<file path="config.mk">
export PLATFORM = sky130hd
export DESIGN_NAME = ex_mem_stage
export DESIGN_NICKNAME = d
export VERILOG_FILES = /design/src/rtl/ex_mem_stage.sv
export SDC_FILE = /design/constraint.sdc
export NUM_CORES = 1
export LEC_CHECK = 0
export CAP_MARGIN = 5
export CORE_ASPECT_RATIO = 0.9
export CORE_MARGIN = 2
export CORE_UTILIZATION = 51
export CTS_CLUSTER_SIZE = 25
export DETAILED_ROUTE_END_ITERATION = 6
export GPL_TIMING_DRIVEN = 0
export PLACE_DENSITY = 0.85
export SYNTH_ARGS = -nofsm -noshare
export SYNTH_HDL_FRONTEND = slang
export SYNTH_SLANG_ARGS = --single-unit
export TNS_END_PERCENT = 1
</file>
<file path="constraint.sdc">
create_clock -name clk -period 6.8 [get_ports clk]
set_input_delay 1.36 -clock clk [delete_from_list [all_inputs] [get_ports clk]]
set_output_delay 1.36 -clock clk [all_outputs]
set_load 0.005 [all_outputs]
</file>
<file path="src/rtl/ex_mem_stage.sv">
// ex_mem_stage: pipeline stage directly after the ALU.
// It captures the ALU result and the EX-side control into a 2-entry skid buffer.
// The buffer talks to the MEM stage through a valid/ready handshake.
// Branches and jumps are resolved when they are accepted, and each taken one
// produces a one-cycle redirect pulse toward fetch.
module ex_mem_stage #(
    parameter int DATA_WIDTH = 32,
    parameter int REG_ADDR   = 5
) (
    input  logic                  clk,
    input  logic                  reset,
    input  logic                  ex_valid,
    output logic                  ex_ready,
    input  logic [DATA_WIDTH-1:0] alu_result,
    input  logic [DATA_WIDTH-1:0] store_data,
    input  logic [DATA_WIDTH-1:0] pc,
    input  logic [DATA_WIDTH-1:0] imm,
    input  logic [REG_ADDR-1:0]   rd,
    input  logic [5:0]            ctrl,
    input  logic                  flush,
    output logic                  mem_valid,
    input  logic                  mem_ready,
    output logic [DATA_WIDTH-1:0] mem_alu,
    output logic [DATA_WIDTH-1:0] mem_sdata,
    output logic [REG_ADDR-1:0]   mem_rd,
    output logic [3:0]            mem_ctrl,
    output logic                  redirect,
    output logic [DATA_WIDTH-1:0] redirect_pc
);

    // Occupancy of the skid buffer.
    typedef enum logic [1:0] {
        EMPTY = 2'd0,
        ONE   = 2'd1,
        TWO   = 2'd2
    } state_e;

    // One buffered instruction as MEM sees it.
    // The Branch and Jump bits are consumed on accept and are not stored.
    typedef struct packed {
        logic [DATA_WIDTH-1:0] alu;
        logic [DATA_WIDTH-1:0] sdata;
        logic [REG_ADDR-1:0]   rd;
        logic [3:0]            ctrl;   // {RegWrite, MemRead, MemWrite, MemToReg}
    } entry_t;

    state_e                state_q, state_d;
    entry_t                slot0_q, slot0_d;   // head, drives mem_*
    entry_t                slot1_q, slot1_d;   // second entry, only valid in TWO
    logic                  ex_ready_q, ex_ready_d;
    logic                  redirect_q, redirect_d;
    logic [DATA_WIDTH-1:0] redirect_pc_q, redirect_pc_d;

    logic                  accept;
    logic                  pop;
    logic                  is_jump;
    logic                  is_branch;
    logic                  taken;
    logic [DATA_WIDTH-1:0] link_value;
    entry_t                in_entry;

    assign accept     = ex_valid & ex_ready_q;
    assign pop        = mem_valid & mem_ready;
    assign is_jump    = ctrl[0];
    assign is_branch  = ctrl[1];
    assign taken      = is_jump | (is_branch & alu_result[0]);
    assign link_value = pc + DATA_WIDTH'(4);

    // Build the entry to store; a linking jump records the return address instead of the ALU result.
    always_comb begin
        in_entry.alu   = (is_jump & ctrl[5]) ? link_value : alu_result;
        in_entry.sdata = store_data;
        in_entry.rd    = rd;
        in_entry.ctrl  = ctrl[5:2];
    end

    // Next occupancy and slot contents; a flush overrides every transition and empties the buffer.
    always_comb begin
        // NOTE: every output of this block gets a default first, so no path can infer a latch.
        state_d = state_q;
        slot0_d = slot0_q;
        slot1_d = slot1_q;
        unique case (state_q)
            EMPTY: begin
                if (accept) begin
                    state_d = ONE;
                    slot0_d = in_entry;
                end
            end
            ONE: begin
                if (accept && !pop) begin
                    state_d = TWO;
                    slot1_d = in_entry;
                end else if (accept && pop) begin
                    slot0_d = in_entry;
                end else if (pop) begin
                    state_d = EMPTY;
                end
            end
            TWO: begin
                if (pop) begin
                    state_d = ONE;
                    slot0_d = slot1_q;
                end
            end
            default: state_d = EMPTY;
        endcase
        if (flush) begin
            state_d = EMPTY;
        end
        ex_ready_d = (state_d != TWO);
    end

    // Redirect pulse for a taken branch or jump; the target is held until the next taken accept.
    always_comb begin
        redirect_d    = accept & taken & ~flush;
        redirect_pc_d = redirect_d ? (pc + imm) : redirect_pc_q;
    end

    // State, slot and redirect registers.
    always_ff @(posedge clk or posedge reset) begin
        // NOTE: the two slots are reset too, because the data outputs must read 0 out of reset.
        if (reset) begin
            state_q       <= EMPTY;
            slot0_q       <= '0;
            slot1_q       <= '0;
            ex_ready_q    <= 1'b1;
            redirect_q    <= 1'b0;
            redirect_pc_q <= '0;
        end else begin
            // NOTE: non-blocking assignments so every register samples the pre-edge values.
            state_q       <= state_d;
            slot0_q       <= slot0_d;
            slot1_q       <= slot1_d;
            ex_ready_q    <= ex_ready_d;
            redirect_q    <= redirect_d;
            redirect_pc_q <= redirect_pc_d;
        end
    end

    assign ex_ready    = ex_ready_q;
    assign mem_valid   = (state_q != EMPTY);
    assign mem_alu     = slot0_q.alu;
    assign mem_sdata   = slot0_q.sdata;
    assign mem_rd      = slot0_q.rd;
    assign mem_ctrl    = mem_valid ? slot0_q.ctrl : 4'b0000;
    assign redirect    = redirect_q;
    assign redirect_pc = redirect_pc_q;

endmodule
</file>
Word level (Yosys, flattened, before mapping)
Cells that the tools add are included.
Cells by class
  reductions and logical operators: 8
  add/subtract/negate cells: 2
  shift operators: 0
  bitwise gates (word level): 8
  equality and inequality tests: 7
  magnitude comparators: 0
  mux-type cells: 14
  multiply operators: 0
  divide/modulo/power cells: 0
Operators with widths (count)
  $mux W73: 4
  $pmux W73 S3: 1
  $add A32 B3 Y32 const B: 1
  $add A32 B32 Y32: 1
  $mux W32: 1
  $mux W2: 6
  $ne A2 B2 Y1 const B: 5
  $and A1 B1 Y1: 6
  $pmux W2 S3: 1
  $reduce_and A5 Y1: 1
  $mux W4: 1
  $reduce_bool A3 Y1: 1
  $eq A2 B1 Y1 const B: 1
  $eq A2 B2 Y1 const B: 1
  $logic_and A1 B1 Y1: 2
  $logic_not A2 Y1: 1
  $reduce_and A2 Y1: 1
  $reduce_bool A2 Y1: 1
  $logic_not A1 Y1: 1
  $not A1 Y1: 1
  $or A1 B1 Y1: 1
Word-level totals
  memory bits (read-only): 0
  flip-flop bits (word level): 182
  input port bits: 144
  bits in writable memories: 0
  word-level logic and storage cells: 51
  latch bits: 0
  memories kept: 0

Longest topological paths before layout
  depth in word-level cells: 8
  gate-level depth with buffers: 9
  mapped depth without buffers: 9

Least setup slack after synthesis
No wires, ideal clock.
  kind: input port to flip-flop
  from: input pc[0]
  to: register redirect_pc_q[26], in the netlist redirect_pc[26]
  required time: 6.705 ns
  setup slack: 3.130 ns
  data arrival time: 3.574 ns
  buffers on the path: 0
  stages on the path: 9
  cell sequence: ha_1 fa_1 a21o_1 a221oi_2 o21ai_2 a2111oi_4 nor3_1 o21a_1 o31ai_1
Between the ends
  word-level cells in the longest chain between the ends: 1
Ends and longest elaborated chain
  from (decl): line 16  | input logic [DATA_WIDTH-1:0] pc,
  $add A32 B32 Y32: line 117  | redirect_pc_d = redirect_d ? (pc + imm) : redirect_pc_q;
  to (signal assigned): line 137  | redirect_pc_q <= redirect_pc_d;
  to (decl): line 52  | logic [DATA_WIDTH-1:0] redirect_pc_q, redirect_pc_d;
Every way passes these cells.
A chain may end at the register's enable or synchronous reset.

Worst setup path in the final report
Ends and elaborated chain as after synthesis.

==> metrics.csv <==
metric,value,unit
status,completed,
synth-simple-area-share,23.1,%
cts_num_sinks,182,
postCtsHoldBufs,0,
drive_above_1_share,7.72,%
overflow,0,
drc_errors,0,
worst-slew-pin-transition,0.630,ns
nFillCells,1556,
dieArea,0.0216,mm2
crit_fanout,6,
grt_pass1_wl,50100,um
final_util,69.5,%
irDropWorstVdd,0.166,mV
hpwl,24600,um
place_inst,1778,
antennaDiodeCount,0,
synth.net_count,1448,
antenna_found_initial,2,
ys_async_sr_fraction,100,%
ys_types,63,
finalNetCount,1719,
synth-compound-area-share,15.6,%
root_buffer,clkbuf_16,
critPathCaptureType,register,
hold_path.class,register to register,
clockPowerShare,29.5,%
die_y,140,um
synth_flop_cell,dfrtp_1,
num_rows,49,
dr.pass1.iters,5,
cts_max_path_buffers,2,
avgSynthCellArea,8.21,um2
setup_ws,2.60,ns
vias,10000,
layout_commonest_cell,nand2_1,
p_comb_share,29.1,%
postCtsSetupBuffers,0,
synth_area,0.0104,mm2
final_hold_viol_count,0,
drt-initial-drc-count,567,
numCtsBuffers,17,
netlist_instances,1271,
slowest_stage,a2111oi_4,
crit_chain,"clkdlybuf4s50_1, ha_1, fa_1, a21o_1, a221oi_2, o21ai_2, a2111oi_4, nor3_1, o21a_1, o31ai_1",
cts_resized,0,
final_cell_mix,"nand2_1, clkdlybuf4s50_1, dfrtp_1",
final_cells,1810,
place_worst_setup_slack,2.21,ns
fmax,238,MHz
initial_core_util,52.1,%
syn_to_final_growth,33.4,%
crit_arrival,4.54,ns
fp.coreArea,0.0200,mm2
synth_mux_area_share,1.05,%
maxSlewViolCount,0,
io_buffers,251,
period_share,61.7,%
post_synth_fa_ha_maj_area_fraction,4.03,%
synth-seq-area-share,43.6,%
wl_per_cell,17.7,um
cap_violations,0,
setup_viol,0,
pwr-share-seq,41.4,%
fin_worst_skew,0.00855,ns
htree_levels,4,
switching_share,30.7,%
hold_slack,0.480,ns
p_per_area,255,mW/mm2
synth_xor_area_share,4.36,%
clk_pin_slew,0.07,ns
p_int,2.46,mW
grt_use_total,29.5,%
synth_edf_count,0,
die_w,155,um
grt_max_degree,94,
gp_congestion,0.938,
p_switching,1.09,mW
cp-start-kind,primary input,
relSlewSlack,56.9,%
vias_per_cell,5.54,
wl,32000,um
required,7.14,ns
finalCriticalPeriod,4.20,ns
rsz0062_at_grt,no,
first_global_vias,9698,
max_stage_delay,0.60,ns
critical_path_class,primary input to register,
final_antenna_net_count,0,
synth_seq_cells,182,
synth_top_family_by_area,simple AND/OR/NAND/NOR gates,
clkLatencyLatePin,0.44,ns
io_pins,252,
yosys_warnings,0,
cts_tree,built,
p_leak,6.16,nW
-- power by group through the flow --
stage	Combinational (mW)	Clock [mW]	Sequential, mW
after floorplan	0.535	0	1.45
after global placement	1.00	0	1.47
after detailed placement	1.03	0	1.48
after CTS	1.03	1.05	1.46
after global routing	1.13	1.10	1.49
final	1.03	1.05	1.47
-- flip-flops by register name, indices dropped and copies added, names as in the netlist --
register / flops
ex_ready: 1
mem_alu: 32
mem_rd: 5
mem_sdata: 32
redirect: 1
redirect_pc: 32
slot0_q: 4
slot1_q: 73
state_q: 2
-- final timing paths --
path	from	to	slack [ns]	cells after the start
worst max-delay path	pc[0]	redirect_pc[26]	2.60	10
worst min-delay path	slot1_q[13]	slot1_q[13]	0.48	2
worst max register to register	ex_ready	mem_alu[6]	4.48	6
worst min register to register	slot1_q[13]	slot1_q[13]	0.48	2
max in group asynchronous	reset	redirect	4.50	3
min in group asynchronous	reset	mem_sdata[6]	1.43	2
-- layout make-up --
type	count	area, um2	area share [%]
inverter	12	52.6	0.377
clock inverter	13	176	1.27
tap	255	319	2.29
sequential	182	4560	32.7
clock buffer	19	443	3.18
buffer	143	810	5.81
timing repair buffer	252	2540	18.2
multi-input combinational	934	5030	36.1
-- cell usage after synthesis, types with 3 or more instances --
cell type	n	area [um2]
xnor2_1	30	263
buf_1	6	22.5
nand3_1	20	100
o21bai_1	4	30.0
o21a_1	10	75.1
clkbuf_1	64	240
o31ai_1	6	45.0
xor2_1	22	193
mux2i_1	11	110
nor4_1	3	18.8
nand2_1	397	1490
a21oi_1	44	220
a221oi_1	3	26.3
ha_1	32	400
a21o_1	11	82.6
nand2b_1	4	25.0
nor2b_1	7	43.8
a211oi_1	3	22.5
o211ai_1	14	105
nand4_1	10	62.6
nor3_1	13	65.1
dfrtp_1	181	4530
nor3_2	3	30.0
and3_1	7	43.8
o21ai_1	3	15.0
a31oi_1	62	388
inv_1	12	45.0
and2_1	5	31.3
nor2_1	91	342
buf_4	70	526
o21ai_0	83	415
-- metrics by stage --
stage / power [mW] / area (um2) / TNS [ns]
after global routing: 3.73 / 13900 / 0
after CTS: 3.55 / 13900 / 0
after floorplan: 1.98 / 10400 / 0
final: 3.55 / 13900 / 0
after global placement: 2.47 / 13300 / -329.05
after detailed placement: 2.51 / 13300 / 0
-- worst max-delay path: cells and delay by family --
family,cells,cell delay [ns]
and+or+nand+nor,1,0.13
AOI/OAI and AO/OA,6,1.89
buffers and inverters,1,0.42
adders and majority gates,2,0.71
-- cell families after synthesis --
logic type | after synthesis
compound gates | 262
buf+inv | 155
simple gates | 576
mux | 11
fa+ha+maj | 33
flops | 182
xor+xnor | 52
-- layer usage --
metal	global-route usage, %	wire (um)	up-vias
li1	-	-	4769
met1	37.9	13200	4689
met2	48.5	15200	497
met3	8.16	2820	65
met4	9.70	760	2
met5	0	12	-
Note: power is estimated with default switching activity, not from simulation.
